<file path="src/rtl/ptw_axi_reader.sv">
// ptw_axi_reader
// Fetches one page-table entry for the TLB walker over a single-beat AXI read.
// Only one request is outstanding at a time. FLUSH abandons the walk. The AXI
// transaction still finishes, but its data is thrown away.
//
// Optional feature: define PTW_LAST_PTE_CACHE_EN to add a one-entry cache of
// the last good PTE. A request to the same 8-byte line then gets its answer in
// one cycle, with no bus traffic.
//
// Ports
//   CLK, RST        clock (rising edge), synchronous active-high reset
//   REQ_VALID/ADDR  one-cycle request pulse and PTE physical address
//   FLUSH           abort the in-flight walk and invalidate the cache
//   RESP_VALID      one-cycle response pulse
//   RESP_DATA/ERR   returned PTE (zero on error) and bus-error flag
//   BUSY            a walk is in flight
//   AR*/R*          AXI read address and read data channels
module ptw_axi_reader #(
  parameter int ADDR_WIDTH = 64,
  parameter int DATA_WIDTH = 64,
  parameter int AXI_ID     = 0
) (
  input  logic                  CLK,
  input  logic                  RST,
  input  logic                  REQ_VALID,
  input  logic [ADDR_WIDTH-1:0] REQ_ADDR,
  input  logic                  FLUSH,
  output logic                  RESP_VALID,
  output logic [DATA_WIDTH-1:0] RESP_DATA,
  output logic                  RESP_ERR,
  output logic                  BUSY,
  output logic                  ARVALID,
  input  logic                  ARREADY,
  output logic [ADDR_WIDTH-1:0] ARADDR,
  output logic [3:0]            ARID,
  output logic [7:0]            ARLEN,
  output logic [2:0]            ARSIZE,
  output logic [1:0]            ARBURST,
  input  logic                  RVALID,
  output logic                  RREADY,
  input  logic [DATA_WIDTH-1:0] RDATA,
  input  logic [1:0]            RRESP,
  input  logic                  RLAST,
  input  logic [3:0]            RID
);

  typedef enum logic [1:0] {IDLE, ADDR, DATA, RESP} state_t;

  state_t state;
  logic   drop;        // walk was flushed; consume R beat silently
  logic   resp_pulse;  // registered response strobe, gated by FLUSH below
  logic   cache_hit;

  // Every request is a single 8-byte INCR beat with a fixed ID.
  assign ARID    = 4'(AXI_ID);
  assign ARLEN   = 8'd0;
  assign ARSIZE  = 3'd3;
  assign ARBURST = 2'b01;

  // A FLUSH that arrives during the response cycle must still cancel it.
  assign RESP_VALID = resp_pulse & ~FLUSH;

  // Single beat and single ID, so RLAST and RID carry no information.
  logic unused_ok;
  assign unused_ok = ^{RLAST, RID, RRESP[0], REQ_ADDR[2:0]};

`ifdef PTW_LAST_PTE_CACHE_EN
  logic                  cache_valid;
  logic [ADDR_WIDTH-4:0] cache_tag;
  logic [DATA_WIDTH-1:0] cache_data;

  assign cache_hit = cache_valid && (cache_tag == REQ_ADDR[ADDR_WIDTH-1:3]);

  // The response cycle fills the entry with a good PTE and clears it on an
  // error. A FLUSH, whenever it comes, clears it as well.
  always_ff @(posedge CLK) begin
    if (RST || FLUSH)
      cache_valid <= 1'b0;
    else if (state == RESP)
      cache_valid <= ~RESP_ERR;
  end

  // NOTE: tag/data are left unreset; cache_valid alone decides whether they are used.
  always_ff @(posedge CLK) begin
    if (state == RESP && !FLUSH && !RESP_ERR) begin
      cache_tag  <= ARADDR[ADDR_WIDTH-1:3];
      cache_data <= RESP_DATA;
    end
  end
`else
  assign cache_hit = 1'b0;
`endif

  // NOTE: state and outputs use <= so every register samples pre-edge values.
  always_ff @(posedge CLK) begin
    if (RST) begin
      state      <= IDLE;
      drop       <= 1'b0;
      resp_pulse <= 1'b0;
      ARVALID    <= 1'b0;
      ARADDR     <= '0;
      RREADY     <= 1'b0;
      RESP_DATA  <= '0;
      RESP_ERR   <= 1'b0;
      BUSY       <= 1'b0;
    end else begin
      resp_pulse <= 1'b0;
      case (state)
        IDLE: begin
          // A FLUSH in the same cycle wins over a new request.
          if (REQ_VALID && !FLUSH) begin
            if (cache_hit) begin
`ifdef PTW_LAST_PTE_CACHE_EN
              RESP_DATA  <= cache_data;
`endif
              RESP_ERR   <= 1'b0;
              resp_pulse <= 1'b1;
            end else begin
              ARADDR  <= {REQ_ADDR[ADDR_WIDTH-1:3], 3'b000};
              ARVALID <= 1'b1;
              BUSY    <= 1'b1;
              drop    <= 1'b0;
              state   <= ADDR;
            end
          end
        end

        // ARVALID may not be withdrawn once raised, so a FLUSH here only marks the walk as dropped.
        ADDR: begin
          if (FLUSH)
            drop <= 1'b1;
          if (ARREADY) begin
            ARVALID <= 1'b0;
            RREADY  <= 1'b1;
            state   <= DATA;
          end
        end

        DATA: begin
          if (RVALID) begin
            RREADY <= 1'b0;
            if (drop || FLUSH) begin
              // Leave RESP_DATA alone so it keeps the last delivered PTE.
              drop  <= 1'b0;
              BUSY  <= 1'b0;
              state <= IDLE;
            end else begin
              RESP_DATA  <= RRESP[1] ? '0 : RDATA;
              RESP_ERR   <= RRESP[1];
              resp_pulse <= 1'b1;
              state      <= RESP;
            end
          end else if (FLUSH) begin
            drop <= 1'b1;
          end
        end

        RESP: begin
          BUSY  <= 1'b0;
          state <= IDLE;
        end

        default: state <= IDLE;
      endcase
    end
  end

endmodule

</file>
<file path="config.mk">
export PLATFORM = sky130hd
export DESIGN_NAME = ptw_axi_reader
export DESIGN_NICKNAME = d
export VERILOG_FILES = /design/src/rtl/ptw_axi_reader.sv
export SDC_FILE = /design/constraint.sdc
export NUM_CORES = 1
export LEC_CHECK = 0
export CAP_MARGIN = 5
export CELL_PAD_IN_SITES_DETAIL_PLACEMENT = 1
export CELL_PAD_IN_SITES_GLOBAL_PLACEMENT = 1
export CORE_MARGIN = 3
export CORE_UTILIZATION = 25
export CTS_CLUSTER_SIZE = 20
export DETAILED_ROUTE_END_ITERATION = 8
export PLACE_DENSITY_LB_ADDON = 0.1
export SKIP_LAST_GASP = 1
export SYNTH_ARGS = -nofsm -noshare
export SYNTH_HDL_FRONTEND = slang
export SYNTH_SLANG_ARGS = --single-unit
</file>
<file path="constraint.sdc">
create_clock -name CLK -period 1.84 [get_ports CLK]
set_input_delay 0.368 -clock CLK [delete_from_list [all_inputs] [get_ports CLK]]
set_output_delay 0.368 -clock CLK [all_outputs]
set_load 0.02 [all_outputs]
</file>
==> flow_summary.toml <==
[status]
run_status = "completed"

[cts]
cts.clk_slew.worst_paths_ns = 0.06
clk_latency_ns = 0.41
root_buffer = "clkbuf_16"
h-tree-depth = 4
cts_tree = "built"
cts_buffer_count = 17
ctsLongestPathBuffers = 2
cts.sink_count = 133
number_of_hold_buffers_added_after_cts = 0

[synthesis]
synth.distinct_cells = 28
synthesis.area_per_instance_um2 = 8.401
ys_flop_type = "dfxtp_1"
post-synth-top-area-fraction_pct = 50.79
synth.cell_area_um2 = 5243
synthTopCellsByArea = "dfxtp_1 (51%), nand2_1 (14%), a21oi_1 (13%)"
yosysMostFrequentCell = "nand2_1"
synth_top_cell_by_area = "dfxtp_1"
synth_enable_flop_cells = 0
synth_cells = 624
synth_sequential_area_ratio_pct = 50.79
yosys_warnings = 0
postSynthRegisterBits = 133
yosys-top-cells-count = "nand2_1 (190), dfxtp_1 (133), a21oi_1 (132), nand3b_1 (64), clkbuf_1 (23)"
ys_async_sr_fraction_pct = 0

[timing]
achievable-frequency_mhz = 566.0
period_utilization_post_route_pct = 96.03
hold_viol_final = 0
drv_slew = 0
worst_setup_skew_after_layout_ns = 0.006128
setup_violations = 0
unrepaired_setup_endpoints_after_global_routing = "false"
period_minus_slack_ns = 1.767
final.setup.worst_slack_ns = 0.07312

[pwr]
powerDensity_nw_per_um2 = 1002
irDropWorstVdd_v = 0.0005863
total_power_mw = 8.702
cellLeakagePower_nw = 3.029

[die]
rows = 52
floorplan.initialDensity_pct = 25.66
die_y_um = 150.8
die_width_um = 150.8
pin_count = 291
die_area_um2 = 22740
fp.coreArea_um2 = 20430

[setup_path]
critical_path_class = "reg -> out"
critical_path.top_delay_family = "buffers and inverters"
worstPathRequired_ns = 1.47
cpPeakStageDelay_ns = 0.64
timing.critical_path.from_type = "flop"
path_max_fanout = 2
cp_num_buf_inv = 1
critical_path_arrival_ns = 1.40
crit_path_top_delay_cell = "clkdlybuf4s50_1"
worstSetupEndpointType = "primary output"
worst_path_cell_trace = "clkdlybuf4s50_1"

[grt]
track_usage_pct = 16.16
grt_antenna_before_repair = 0
grt_pass1_wl_mm = 28.84
grt_pass1_vias = 5482
grt_start_max_net_pins = 52
globalRouteOverflowTotal = 0

[finish]
insertedDiodeCount = 0
post_route_cells_drive_above_1_share_pct = 6.893
finalNonFillerCells = 1155
fin_nets = 1018
area_growth_pct = 65.58

[placement]
post-place-ws_ns = -0.1177
detailed_place_hpwl_mm = 13.52
gpl.final_weighted_congestion = 0.7294
placement.io_buffers = 261
place_inst = 1123

[detailed_routing]
drt_iter0_drc = 158
remaining_drc_errors = 0
routed_via_density = 4.417
drt_first_pass_iters = 4
remaining_antenna_violation_count_after_routing = 0
detail_route.wirelength_mm = 18.87
via_count = 5102
average_wire_per_standard_cell_um = 16.33

[flow_run]
drv.max_cap_violation_count = 0

[hold_path]
min-delay-path-class = "in -> reg"
==> sequential cells by signal, summed over array words and instances, names as in the netlist <==
name / cells
RESP_DATA: 64
RREADY: 1
drop: 1
BUSY: 1
ARVALID: 1
resp_pulse: 1
ARADDR: 61
RESP_ERR: 1
state: 2
==> layout make-up <==
class | instances | area (µm²)
Clock buffer | 20 | 456.7
Clock inverter | 12 | 128.9
Fill cell | 2404 | 11750
Inverter | 4 | 15.01
Multi-Input combinational cell | 436 | 2198
Sequential cell | 133 | 2663
Tap cell | 270 | 337.8
Timing Repair Buffer | 280 | 2882
==> final timing paths <==
path | from | end | slack [ns] | cells past startpoint
worst min-delay path | RST | BUSY | 0.39 | 2
worst min register to register | RESP_DATA[58] | RESP_DATA[58] | 0.45 | 2
worst max register to register | state[0] | ARADDR[40] | 0.13 | 7
worst max-delay path | RESP_DATA[24] | RESP_DATA[24] | 0.07 | 1
==> metrics by stage <==
step	instance area (µm²)	hold WS (ns)	util, %	setup TNS [ns]
final	8681	0.3894	42.49	0
after global routing	8681	0.4121	42.49	0
after CTS	8673	0.3748	42.45	0
after detailed placement	8089	0.4464	39.59	-6.962
after global placement	8089	0.4379	39.59	-4.562
after floorplan	5310	0.4964	-	0
==> placed cells by master, fill, tap and decap left out, types with 2 or more instances in the layout <==
cell             count
a211oi_1             2
a21oi_1            132
buf_12              10
buf_4               10
bufinv_16            2
clkbuf_16           17
clkbuf_8             2
clkdlybuf4s50_1    257
clkinv_2             4
clkinv_4             2
clkinvlp_4           3
conb_1              20
dfxtp_1            133
dlymetal6s2s_1       2
ha_1                 4
inv_1                4
nand2_1            190
nand3b_1            64
nor2_1               4
o21ai_0              3
or3_1                2
==> what timing repair did <==
item | 4_1_cts | 5_1_grt
gates resized for setup | 1 | 3
buffers inserted | 0 | 0
hold endpoints to repair | 0 | 0
endpoints found under the setup margin | 1 | 3
==> report_power, final <==
| part | switching [mW] | internal, mW | total, mW | leakage [nW] |
|---|---|---|---|---|
| Clock | 1.32 | 2.06 | 3.38 | 0.282 |
| Sequential | 0.130 | 3.11 | 3.24 | 1.08 |
| Combinational | 1.09 | 0.995 | 2.08 | 1.67 |
| Total | 2.54 | 6.17 | 8.70 | 3.03 |
==> cells by family (layout without fill, tap and decap cells) <==
kind of cell	count (synthesis)	after routing	synth area share, %
muxes	1	1	0.1909
AOI/OAI and AO/OA	141	141	14.30
DFF	133	133	50.79
buffers and inverters	73	316	8.830
adders and majority gates	5	5	1.193
and+or+nand+nor	269	269	24.56
other	2	20	0.1433
==> layer usage <==
metal	global-route usage, %	routed length, µm	part of all wire [%]	vias to the layer above
li1	-	-	-	2516
met1	17.85	7388	39	2397
met2	27.89	9385	50	172
met3	7.361	1906	10	17
met4	4.760	185	0.98	0
met5	0	0	0	-
Power figures use the tool's default switching activity.
